`src/rtl/h2f_ipc_scheduler.sv`:
```
// h2f_ipc_scheduler: round-robin arbiter that shares one H2F IPC dispatcher among NUM_REQ requesters.
// Optional dispatcher watchdog is enabled by defining IPC_SCHED_TIMEOUT_EN.
`ifndef IPC_TOKEN_WIDTH
`define IPC_TOKEN_WIDTH 24
`endif

module h2f_ipc_scheduler #(
  parameter int NUM_REQ        = 4,
  parameter int TIMEOUT_CYCLES = 1000000,
  parameter int IDX_W          = $clog2(NUM_REQ)
) (
  input  logic                                clk,
  input  logic                                reset,
  input  logic [NUM_REQ*`IPC_TOKEN_WIDTH-1:0] REQ_TOKEN,
  input  logic [NUM_REQ-1:0]                  REQ_VALID,
  output logic [NUM_REQ-1:0]                  REQ_READY,
  output logic [NUM_REQ-1:0]                  REQ_DONE,
  output logic [NUM_REQ-1:0]                  REQ_ERR,
  output logic [`IPC_TOKEN_WIDTH-1:0]         TOKEN,
  output logic                                START,
  input  logic                                IDLE,
  output logic                                BUSY,
  output logic [IDX_W-1:0]                    GRANT_IDX
);

  localparam int W = `IPC_TOKEN_WIDTH;

  if (NUM_REQ < 2 || NUM_REQ > 16 || TIMEOUT_CYCLES < 2) begin : g_bad_cfg
    $error("h2f_ipc_scheduler: illegal parameter value");
  end

  typedef enum logic [1:0] {S_ARB, S_START, S_WAIT} state_t;

  state_t               state_q, state_d;
  logic [IDX_W-1:0]     ptr_q, ptr_d;
  logic [IDX_W-1:0]     cand;
  logic [IDX_W-1:0]     arb_idx;
  logic                 arb_found;
  logic                 wait_expired;
  logic                 cmd_finish;
  logic [W-1:0]         tok_arr [NUM_REQ];
  logic [W-1:0]         token_d;
  logic [IDX_W-1:0]     grant_d;
  logic                 start_d;
  logic [NUM_REQ-1:0]   ready_d;
  logic [NUM_REQ-1:0]   done_d;
  logic [NUM_REQ-1:0]   grant_onehot;

  for (genvar i = 0; i < NUM_REQ; i++) begin : g_tok
    assign tok_arr[i] = REQ_TOKEN[i*W +: W];
  end

  assign grant_onehot = NUM_REQ'(1) << GRANT_IDX;
  assign cmd_finish   = (state_q == S_WAIT) && (IDLE || wait_expired);

  // Rotating search: first valid requester at or above ptr, wrapping to 0.
  always_comb begin
    arb_found = 1'b0;
    arb_idx   = '0;
    cand      = '0;
    for (int k = 0; k < NUM_REQ; k++) begin
      cand = IDX_W'((int'(ptr_q) + k) % NUM_REQ);
      if (!arb_found && REQ_VALID[cand]) begin
        arb_found = 1'b1;
        arb_idx   = cand;
      end
    end
  end

  always_comb begin
    state_d = state_q;
    case (state_q)
      S_ARB:   if (IDLE && arb_found) state_d = S_START;
      S_START: state_d = S_WAIT;
      S_WAIT:  if (IDLE || wait_expired) state_d = S_ARB;
      default: state_d = S_ARB;
    endcase
  end

  always_comb begin
    token_d = TOKEN;
    grant_d = GRANT_IDX;
    ptr_d   = ptr_q;
    start_d = 1'b0;
    ready_d = '0;
    done_d  = '0;
    case (state_q)
      S_ARB: begin
        if (IDLE && arb_found) begin
          token_d          = tok_arr[arb_idx];
          grant_d          = arb_idx;
          ready_d[arb_idx] = 1'b1;
          start_d          = 1'b1;
        end
      end
      S_WAIT: begin
        if (cmd_finish) begin
          done_d = grant_onehot;
          ptr_d  = (int'(GRANT_IDX) == NUM_REQ - 1) ? '0 : GRANT_IDX + 1'b1;
        end
      end
      default: ;
    endcase
  end

  always_ff @(posedge clk) begin
    if (reset) begin
      state_q   <= S_ARB;
      ptr_q     <= '0;
      TOKEN     <= '0;
      GRANT_IDX <= '0;
      START     <= 1'b0;
      REQ_READY <= '0;
      REQ_DONE  <= '0;
      BUSY      <= 1'b0;
    end else begin
      state_q   <= state_d;
      ptr_q     <= ptr_d;
      TOKEN     <= token_d;
      GRANT_IDX <= grant_d;
      START     <= start_d;
      REQ_READY <= ready_d;
      REQ_DONE  <= done_d;
      BUSY      <= (state_d != S_ARB);
    end
  end

`ifdef IPC_SCHED_TIMEOUT_EN
  localparam int CNT_W = $clog2(TIMEOUT_CYCLES + 1);

  logic [CNT_W-1:0] wait_cnt;

  // The count is of completed S_WAIT cycles, so the limit is reached one short of TIMEOUT_CYCLES.
  assign wait_expired = !IDLE && (wait_cnt == CNT_W'(TIMEOUT_CYCLES - 1));

  always_ff @(posedge clk) begin
    if (reset || state_q == S_START) begin
      wait_cnt <= '0;
    end else if (state_q == S_WAIT) begin
      wait_cnt <= wait_cnt + 1'b1;
    end
  end

  always_ff @(posedge clk) begin
    if (reset) begin
      REQ_ERR <= '0;
    end else begin
      REQ_ERR <= (state_q == S_WAIT && wait_expired) ? grant_onehot : '0;
    end
  end
`else
  assign wait_expired = 1'b0;
  assign REQ_ERR      = '0;
`endif

endmodule

```
`config.mk`:
```
export PLATFORM = sky130hd
export DESIGN_NAME = h2f_ipc_scheduler
export DESIGN_NICKNAME = d
export VERILOG_FILES = /design/src/rtl/h2f_ipc_scheduler.sv
export SDC_FILE = /design/constraint.sdc
export NUM_CORES = 1
export LEC_CHECK = 0
export CORE_UTILIZATION = 40
export DETAILED_ROUTE_END_ITERATION = 16
export GPL_TIMING_DRIVEN = 0
export PLACE_DENSITY_LB_ADDON = 0.3
export SLEW_MARGIN = 5
export SYNTH_ARGS = -nofsm -noshare
export SYNTH_HDL_FRONTEND = slang
export SYNTH_SLANG_ARGS = --single-unit
```
`constraint.sdc`:
```
create_clock -name clk -period 3.6 [get_ports clk]
set_clock_uncertainty 0.15 [all_clocks]
set_input_delay 0.72 -clock clk [delete_from_list [all_inputs] [get_ports clk]]
set_output_delay 0.72 -clock clk [all_outputs]
set_load 0.02 [all_outputs]
```
**Word level (Yosys, flattened, before mapping)**

Index checks and enable logic that the tools add are counted.

- Order comparisons: 7
- Shift operators: 1
- Mux-type cells: 26
- Add/subtract/negate cells: 4
- Reduce and logical (&&, ||, !) cells: 16
- Eq/ne operators: 3
- Bitwise logic cells: 5

Operator list:

| cell | number |
|---|---|
| $bmux 24 s2 | 1 |
| $mux 24 | 2 |
| $lt 2x3->1 const B | 5 |
| $mux 2 | 7 |
| $mux 1 | 10 |
| $bmux 1 s2 | 4 |
| $logic_and 1x1->1 | 6 |
| $pmux 2 s3 | 1 |
| $reduce_or 3->1 | 2 |
| $add 2x1->2 const B | 2 |
| $add 2x2->2 const B | 2 |
| $eq 2x1->1 const B | 2 |
| $not 1->1 | 4 |
| $reduce_and 2->1 | 2 |
| $shl 1x2->4 const A | 1 |
| $ge 3x3->1 const B | 1 |
| $logic_not 1->1 | 3 |
| $not 2->3 | 1 |
| $demux 1 s2 | 1 |
| $eq 2x2->1 const B | 1 |
| $ge 2x1->1 const B | 1 |
| $logic_not 2->1 | 1 |
| $reduce_bool 2->1 | 1 |
| $reduce_or 2->1 | 1 |

- Output and inout bits: 40
- Word-level logic and storage cells: 70
- Bits of input ports: 103
- Register bits: 40

**Depth between registers and ports, before layout**

Gate-level depths: netlist of run 1.

- Depth after elaboration: 16
- Depth in mapped cells: 7
- Gate-level depth less buffers: 5

**Worst setup path before layout of run 1**

Ideal clock, no wire load.

- Path kind: input-to-reg
- Start point: in REQ_VALID[2]
- End point: reg TOKEN[0]
- Stages on the path: 7
- Path buffers: 2
- Required time: 3332 ps
- Library setup time: 118 ps
- Arrival: 1971 ps
- Setup slack: 1361 ps
- Cell sequence: buf_2 nand2b_1 a21oi_1 a311oi_4 buf_6 mux2i_1 o21ai_1

- Cells in the longest elaborated chain, start to end: 16
- Elaborated cells between the ends (all ways): 28
- Classes of those cells: mux (19); bitwise (1); reduce/logical (8)

RTL lines:

| item | line | source |
|---|---|---|
| from (decl) | 15 | `input logic [NUM_REQ-1:0] REQ_VALID,` |
| $bmux 1 s2 | 63 | `if (!arb_found && REQ_VALID[cand]) begin` |
| $mux 1 (implied by the code) | 63 |  |
| $mux 1 | 63 |  |
| $logic_not 1->1 | 63 |  |
| $logic_and 1x1->1 | 63 |  |
| $mux 1 | 63 |  |
| $logic_not 1->1 | 63 |  |
| $logic_and 1x1->1 | 63 |  |
| $mux 1 | 63 |  |
| $logic_not 1->1 | 63 |  |
| $logic_and 1x1->1 | 63 |  |
| $mux 2 | 63 |  |
| $not 2->3 (implied by the code) | 90 | `token_d = tok_arr[arb_idx];` |
| $bmux 24 s2 | 90 |  |
| $mux 24 (implied by the code) (2 in a row) | 90 |  |
| to (signal assigned) | 119 | `TOKEN <= token_d;` |
| to (decl) | 19 | `` output logic [`IPC_TOKEN_WIDTH-1:0] TOKEN, `` |

Parallel ways exist; a longest one is shown, timed or not. The select of a mux whose other input is x is not followed.
A chain may end at the register's enable or synchronous reset.

**Worst setup path in the final report of run 1**

- Start point: in REQ_VALID[0]
- End point: reg TOKEN[21]

Same word-level chain as after synthesis.

==> summary.txt, run 1 <==
Timing
  • Clock period minus worst slack: 2.770 ns
  • Slew Limit Fails: 0
  • Fmax: 361.0 MHz
  • Actual slew at the worst max-slew pin: between 0.6 and 0.7 ns
  • Setup violators final: 0
  • RSZ-0062 raised after global routing: no
  • Setup TNS Final: 0 ns
  • Worst hold slack: about 0.41 ns
  • Slew headroom: 0.5669
  • Final hold vios: 0
  • Crit share post-route: 0.7695

GRT
  • Vias in the first global route: between 2000 and 3000
  • GRT met1 Usage: 0.2603
  • Largest net degree at the start of global routing: 14
  • GRT met3 Usage: 0.07791
  • Global-route wire length before repair: roughly 12 mm
  • Antenna violations before repair: 0
  • Met2 usage: 0.4316
  • GRT overflow: 0
  • Busiest layer in global routing: met2
  • GRT Total Usage: 0.2398

Place
  • Hpwl dp: between 5 and 6 mm
  • IO buf count: around 140
  • Final GP Congestion: 0.8080
  • Placed cell areas: about 3800 um2
  • Dpl cells: about 500

Route
  • Initial drt markers: 105
  • Avg WL per Cell: about 14 um
  • Vias/cell: approximately 5.2
  • Post-route ant nets: 0
  • DR pass1 iterations: 5
  • Remaining DRCs: 0
  • Routed WL: a little over 7 mm
  • DR vias: 2669

Synthesis
  • Post-synth top area share: 0.3458
  • Top cells by count, synth: nand2_1 (49), dfxtp_1 (40), inv_1 (30), mux2i_1 (28), o21ai_0 (27)
  • Synth Warn #: 0
  • Post-synthesis cell type count: 34
  • Most used DFF post-synth: dfxtp_1
  • Synth top area cells: dfxtp_1 (35%), mux2i_1 (12%), a221o_1 (10%)
  • Post-Syn Instances: between 200 and 300
  • Synth async-reset ratio: 0
  • Mean Syn Cell Area: between 7 and 8 um2
  • Yosys reg bits: 40
  • Post-synth EDFFs: 0
  • Mapped Area: between 2000 and 2500 um2
  • Sequential element share of the synthesized area: 0.3458
  • Yosys top cell by area: dfxtp_1
  • Most frequent cell after synthesis: nand2_1

Critical path
  • CP Class: in2reg
  • Kind of end point of the critical path: flop
  • Crit path launch type: input pin
  • Crit-path max FO: 10
  • Worst path arrival time: 2.84 ns
  • Worst EP required: approximately 3.7 ns

Floorplan
  • DIE HEIGHT: just under 80 um
  • Core Box Area: around 5500 um2
  • Row count: 27
  • Die footprint: around 6100 um2
  • Initial Util: 0.4180
  • Die Wd: about 80 um
  • IO Pins: approximately 140

Final layout
  • Post-route insts no fill: 512
  • Layout net count: around 540
  • Post-Layout Inst Area: 3938 um2
  • Antenna Cells: 0
  • P&R area growth vs syn: 70.02%
  • Layout cell share with drive strength beyond 1: 0.06591

Clocking
  • Setup repair bufs after CTS: 0
  • TritonCTS clock tree: built
  • CTS clk-pin slew, worst paths: ~0.080 ns
  • Worst-skew pair later-pin latency: approximately 0.29 ns
  • Sink Count: 40
  • Cts hold-fix bufs: 0
  • Post-CTS sizing: 0
  • CTS H-tree depth: 2
  • Number of CTS-inserted buffers: 5
  • Maximum root-to-sink buffer count: 2
  • Root Buffer: clkbuf_8

Flow run
  • Max_cap viols: 0

Power and ir drop
  • Final Power: 0.001488 W
  • Power Density: 377.9 nW/um2
  • Leakage: ~1.6 nW
  • VDD IR-drop max: between 0.00015 and 0.0002 V

Outcome
  • Outcome: finished, final reports clean

Worst hold path
  • HP Class: reg2reg
-- metrics by stage --
step	worst slack [ns]	util
final	0.8296	0.7107
after global routing	0.6122	0.7107
after CTS	0.8511	0.7107
after detailed placement	0.5473	0.6820
after global placement	0.6015	0.6820
after floorplan	1.361	-
-- critical path: stages --
cell and delay [ns]:
clkdlybuf4s50_1 0.43, buf_4 0.19, a21oi_1 0.13, o21ai_0 0.08, a21oi_1 0.54, clkbuf_1 0.44
nand2_1 0.14, o21ai_1 0.16
-- cell families (layout without fill, tap and decap cells) --
kind of cell | after synthesis | in the layout | share of synthesized area
AOI/OAI and AO/OA | 91 | 91 | 0.2696
adders and majority gates | 1 | 1 | 0.005402
buffers and inverters | 55 | 199 | 0.1107
DFF | 40 | 40 | 0.3458
muxes | 28 | 28 | 0.1210
other | 1 | 4 | 0.001619
and+or+nand+nor | 77 | 77 | 0.1459
-- sequential cells by signal (all words and copies together), names as in the netlist --
name       flops
GRANT_IDX      2
TOKEN         24
START          1
BUSY           1
REQ_READY      4
REQ_DONE       4
ptr_q          2
state_q        2
-- routing by layer --
metal,wire (um),vias up
li1,-,1307
met1,2813,1225
met2,3717,131
met3,667,6
met4,81,0
met5,0,-
-- layout by cell type, fill, tap and decap left out, types with 4 or more instances in the layout --
master,count
nand2_1,49
clkbuf_8,5
clkdlybuf4s50_1,136
buf_2,6
o21ai_1,24
nor2_1,14
clkbuf_1,9
buf_4,7
a221o_1,24
a21oi_1,8
dfxtp_1,40
o21ai_0,27
inv_1,30
conb_1,4
mux2i_1,28
-- final cells by class --
| class | instances | area [um2] |
|---|---|---|
| Fill cell | 483 | 1603 |
| Timing Repair Buffer | 136 | 1361 |
| Clock buffer | 5 | 68.82 |
| Multi-Input combinational cell | 201 | 1270 |
| Buffer | 25 | 143.9 |
| Inverter | 30 | 112.6 |
| Tap cell | 72 | 90.09 |
| Clock inverter | 3 | 90.09 |
| Sequential cell | 40 | 800.8 |
-- power by group --
part,switching (W),leakage [nW],internal (W)
Sequential,0.0000241,0.330,0.000487
Clock,0.000159,0.0784,0.000347
Combinational,0.000220,1.14,0.000250
Total,0.000404,1.55,0.00108
-- worst paths after layout --
kind,from,slack [ns],end,depth (start not counted)
setup / recovery,REQ_VALID[0],0.83,TOKEN[21],8
hold / removal,GRANT_IDX[1],0.41,REQ_DONE[1],1
hold reg to reg,GRANT_IDX[1],0.41,REQ_DONE[1],1
setup reg to reg,ptr_q[0],1.38,TOKEN[21],7
No activity file was read; power rests on OpenSTA's default activity.
==> run 2, diff against run 1 <==
Settings changed: CORE_UTILIZATION 40 to 37.
Clock period 3.6 ns to 2.9 ns, I/O delays scaled along.
==> run 2 against run 1 <==
Via count decreased by 4.3%; register-to-register slack got worse by 0.73 ns; largest cell class unchanged; sequential power increased by 24%; power increased by 7.1%; die area increased by 7.9%; utilization decreased by 6.4 points; setup slack got worse by 0.58 ns; critical path type unchanged; routed wire length decreased by 2.3%; clock power decreased by 25%; non-clock buffer count unchanged.
==> summary.txt, run 2 (synthesized netlist as in run 1, its figures left out) <==
Power and ir drop
  • Combinational share of power: 0.363 (was 0.316)
  • Power Density: 411.3 nW/um2 (was 377.9 nW/um2)
  • VDD IR-drop max: 0.0002008 V (was 0.0001996 V)
  • Leakage: 1.525 nW (was 1.552 nW)
  • P_int: 0.001105 W (was 0.001084 W)
  • Part of the power in registers: 0.398 (was 0.343)
  • Clock power share: 0.239 (was 0.340)
  • Sw power: 0.0004887 W (was 0.0004039 W)
  • Sw Share: 0.3066 (was 0.2714)

Outcome
  • Outcome: finished, final reports clean (unchanged)

Floorplan
  • Die Wd: 81.12 um (was 78.09 um)
  • Initial Util: 0.3866 (was 0.4180)
  • Die footprint: 6580 um2 (was 6098 um2)
  • Row count: 28 (was 27)
  • Core Box Area: 5991 um2 (was 5540 um2)
  • IO Pins: 143 (unchanged)
  • DIE HEIGHT: 81.12 um (was 78.09 um)

Clocking
  • Number of CTS-inserted buffers: 5 (unchanged)
  • Cts hold-fix bufs: 0 (unchanged)
  • TritonCTS clock tree: built (unchanged)
  • Maximum root-to-sink buffer count: 2 (unchanged)
  • Root Buffer: clkbuf_8 (unchanged)
  • Worst-skew pair later-pin latency: 0.29 ns (about the same)
  • CTS H-tree depth: 2 (unchanged)
  • Setup repair bufs after CTS: 0 (unchanged)
  • Sink Count: 40 (unchanged)
  • CTS clk-pin slew, worst paths: 0.08 ns (about the same)
  • Post-CTS sizing: 0 (unchanged)

GRT
  • Largest net degree at the start of global routing: 13 (was 14)
  • GRT Total Usage: 0.2169 (was 0.2398)
  • Antenna violations before repair: 0 (unchanged)
  • GRT overflow: 0 (unchanged)
  • Vias in the first global route: 2404 (was 2566)
  • Global-route wire length before repair: 10.80 mm (was 11.53 mm)

Route
  • Post-route ant nets: 0 (unchanged)
  • Remaining DRCs: 0 (unchanged)
  • Routed WL: 7.112 mm (was 7.279 mm)
  • DR vias: 2554 (was 2669)
  • Initial drt markers: 139 (was 105)
  • Avg WL per Cell: 13.81 um (was 14.22 um)
  • DR pass1 iterations: 4 (was 5)
  • Vias/cell: 4.959 (was 5.213)

Final layout
  • Post-Layout Inst Area: 3875 um2 (was 3938 um2)
  • Layout cell share with drive strength beyond 1: 0.06591 (unchanged)
  • Layout net count: 543 (unchanged)
  • P&R area growth vs syn: 67.32% (was 70.02%)
  • Commonest non-fill, non-tap cells in the layout: clkdlybuf4s50_1 (136), nand2_1 (49), dfxtp_1 (40) (unchanged)
  • Most common cell after layout, fill and taps aside: clkdlybuf4s50_1 (unchanged)
  • Biggest regs: TOKEN x24, REQ_DONE x4, REQ_READY x4 (unchanged)
  • Biggest register: TOKEN (unchanged)
  • Antenna Cells: 0 (unchanged)
  • Max reg flops: 24 (unchanged)
  • Fill cells: 554 (was 483)

Place
  • IO buf count: 136 (unchanged)
  • Placed cell areas: 3782 um2 (was 3779 um2)
  • Hpwl dp: 5.578 mm (was 5.625 mm)
  • Final GP Congestion: 0.7613 (was 0.8080)
  • Placement Setup Slack: -0.08078 ns (was 0.5473 ns)

Worst hold path
  • HP Class: reg2reg (unchanged)

Timing
  • Fmax: between 300 and 400 MHz
  • Setup violators final: 0 (unchanged)
  • Clock period minus worst slack: about 2.6 ns
  • Actual slew at the worst max-slew pin: 0.6697 ns (was 0.6497 ns)
  • RSZ-0062 raised after global routing: no (unchanged)
  • Slew headroom: 0.5536 (was 0.5669)
  • Slew Limit Fails: 0 (unchanged)
  • Final hold vios: 0 (unchanged)
  • Setup WS post-layout: 0.2539 ns (was 0.8296 ns)
  • Crit share post-route: 0.9124

Flow run
  • Max_cap viols: 0 (unchanged)

Critical path
  • Worst EP required: 2.97 ns (was 3.67 ns)
  • Crit-path max FO: 10 (unchanged)
  • Worst path arrival time: 2.72 ns (was 2.84 ns)
  • CP Class: in2reg (unchanged)
  • Crit path launch type: input pin (unchanged)
  • Kind of end point of the critical path: flop (unchanged)
[run 2: cell count changes in the layout (fill, tap and decap cells not counted)]
cell,delta
clkinv_2,+2
bufinv_16,-3
clkbuf_8,+1
[run 2: worst paths after layout]
path         depth (start not counted)  slack (ns)          end    startpoint
min reg2reg                          1        0.38  REQ_DONE[1]  GRANT_IDX[1]
max reg2reg                          7        0.65     TOKEN[9]      ptr_q[1]
max                                  8        0.25     TOKEN[9]  REQ_VALID[0]
min                                  1        0.38  REQ_DONE[1]  GRANT_IDX[1]
[run 2: routing by layer]
metal	vias to the layer above	track usage	wire [um]
li1	1309	-	-
met1	1131	0.2344	2842
met2	108	0.3983	3614
met3	6	0.06404	585
met4	0	0.07500	70
met5	-	0	0
[run 2: final cells by class]
| class | instances | area [um2] | area share |
|---|---|---|---|
| Sequential cell | 40 | 800.8 | 0.2067 |
| Inverter | 30 | 112.6 | 0.02906 |
| Multi-Input combinational cell | 201 | 1270 | 0.3277 |
| Timing Repair Buffer | 136 | 1361 | 0.3513 |
| Clock inverter | 2 | 10.01 | 0.002583 |
| Buffer | 25 | 143.9 | 0.03713 |
| Clock buffer | 6 | 82.58 | 0.02131 |
| Tap cell | 75 | 93.84 | 0.02422 |
[run 2: worst max-delay path, stage by stage]
cell and delay [ns]:
clkdlybuf4s50_1 0.41, buf_4 0.18, a21oi_1 0.14, o21ai_0 0.10, a21oi_1 0.57, clkbuf_1 0.49
nand2_1 0.11, o21ai_1 0.14
[run 2: power by group through the flow]
stage | Sequential [W] | Clock [W] | Combinational [W]
after detailed placement | 0.000647 | 0 | 0.000581
final | 0.000634 | 0.000381 | 0.000579
after CTS | 0.000634 | 0.000393 | 0.000583
after global routing | 0.000640 | 0.000417 | 0.000626
after global placement | 0.000643 | 0 | 0.000572
after floorplan | 0.000709 | 0 | 0.000218
[run 2: through the flow]
step	util	TNS (ns)	cells	power [W]	hold WS, ns
global route	0.6468	0	515	0.001682	0.4221
floorplan	-	0	296	0.0009274	0.3869
finish	0.6468	0	515	0.001594	0.3788
global placement	0.6314	0	507	0.001216	0.3387
CTS	0.6468	0	515	0.001610	0.3884
detailed placement	0.6314	-0.6406	507	0.001227	0.3687
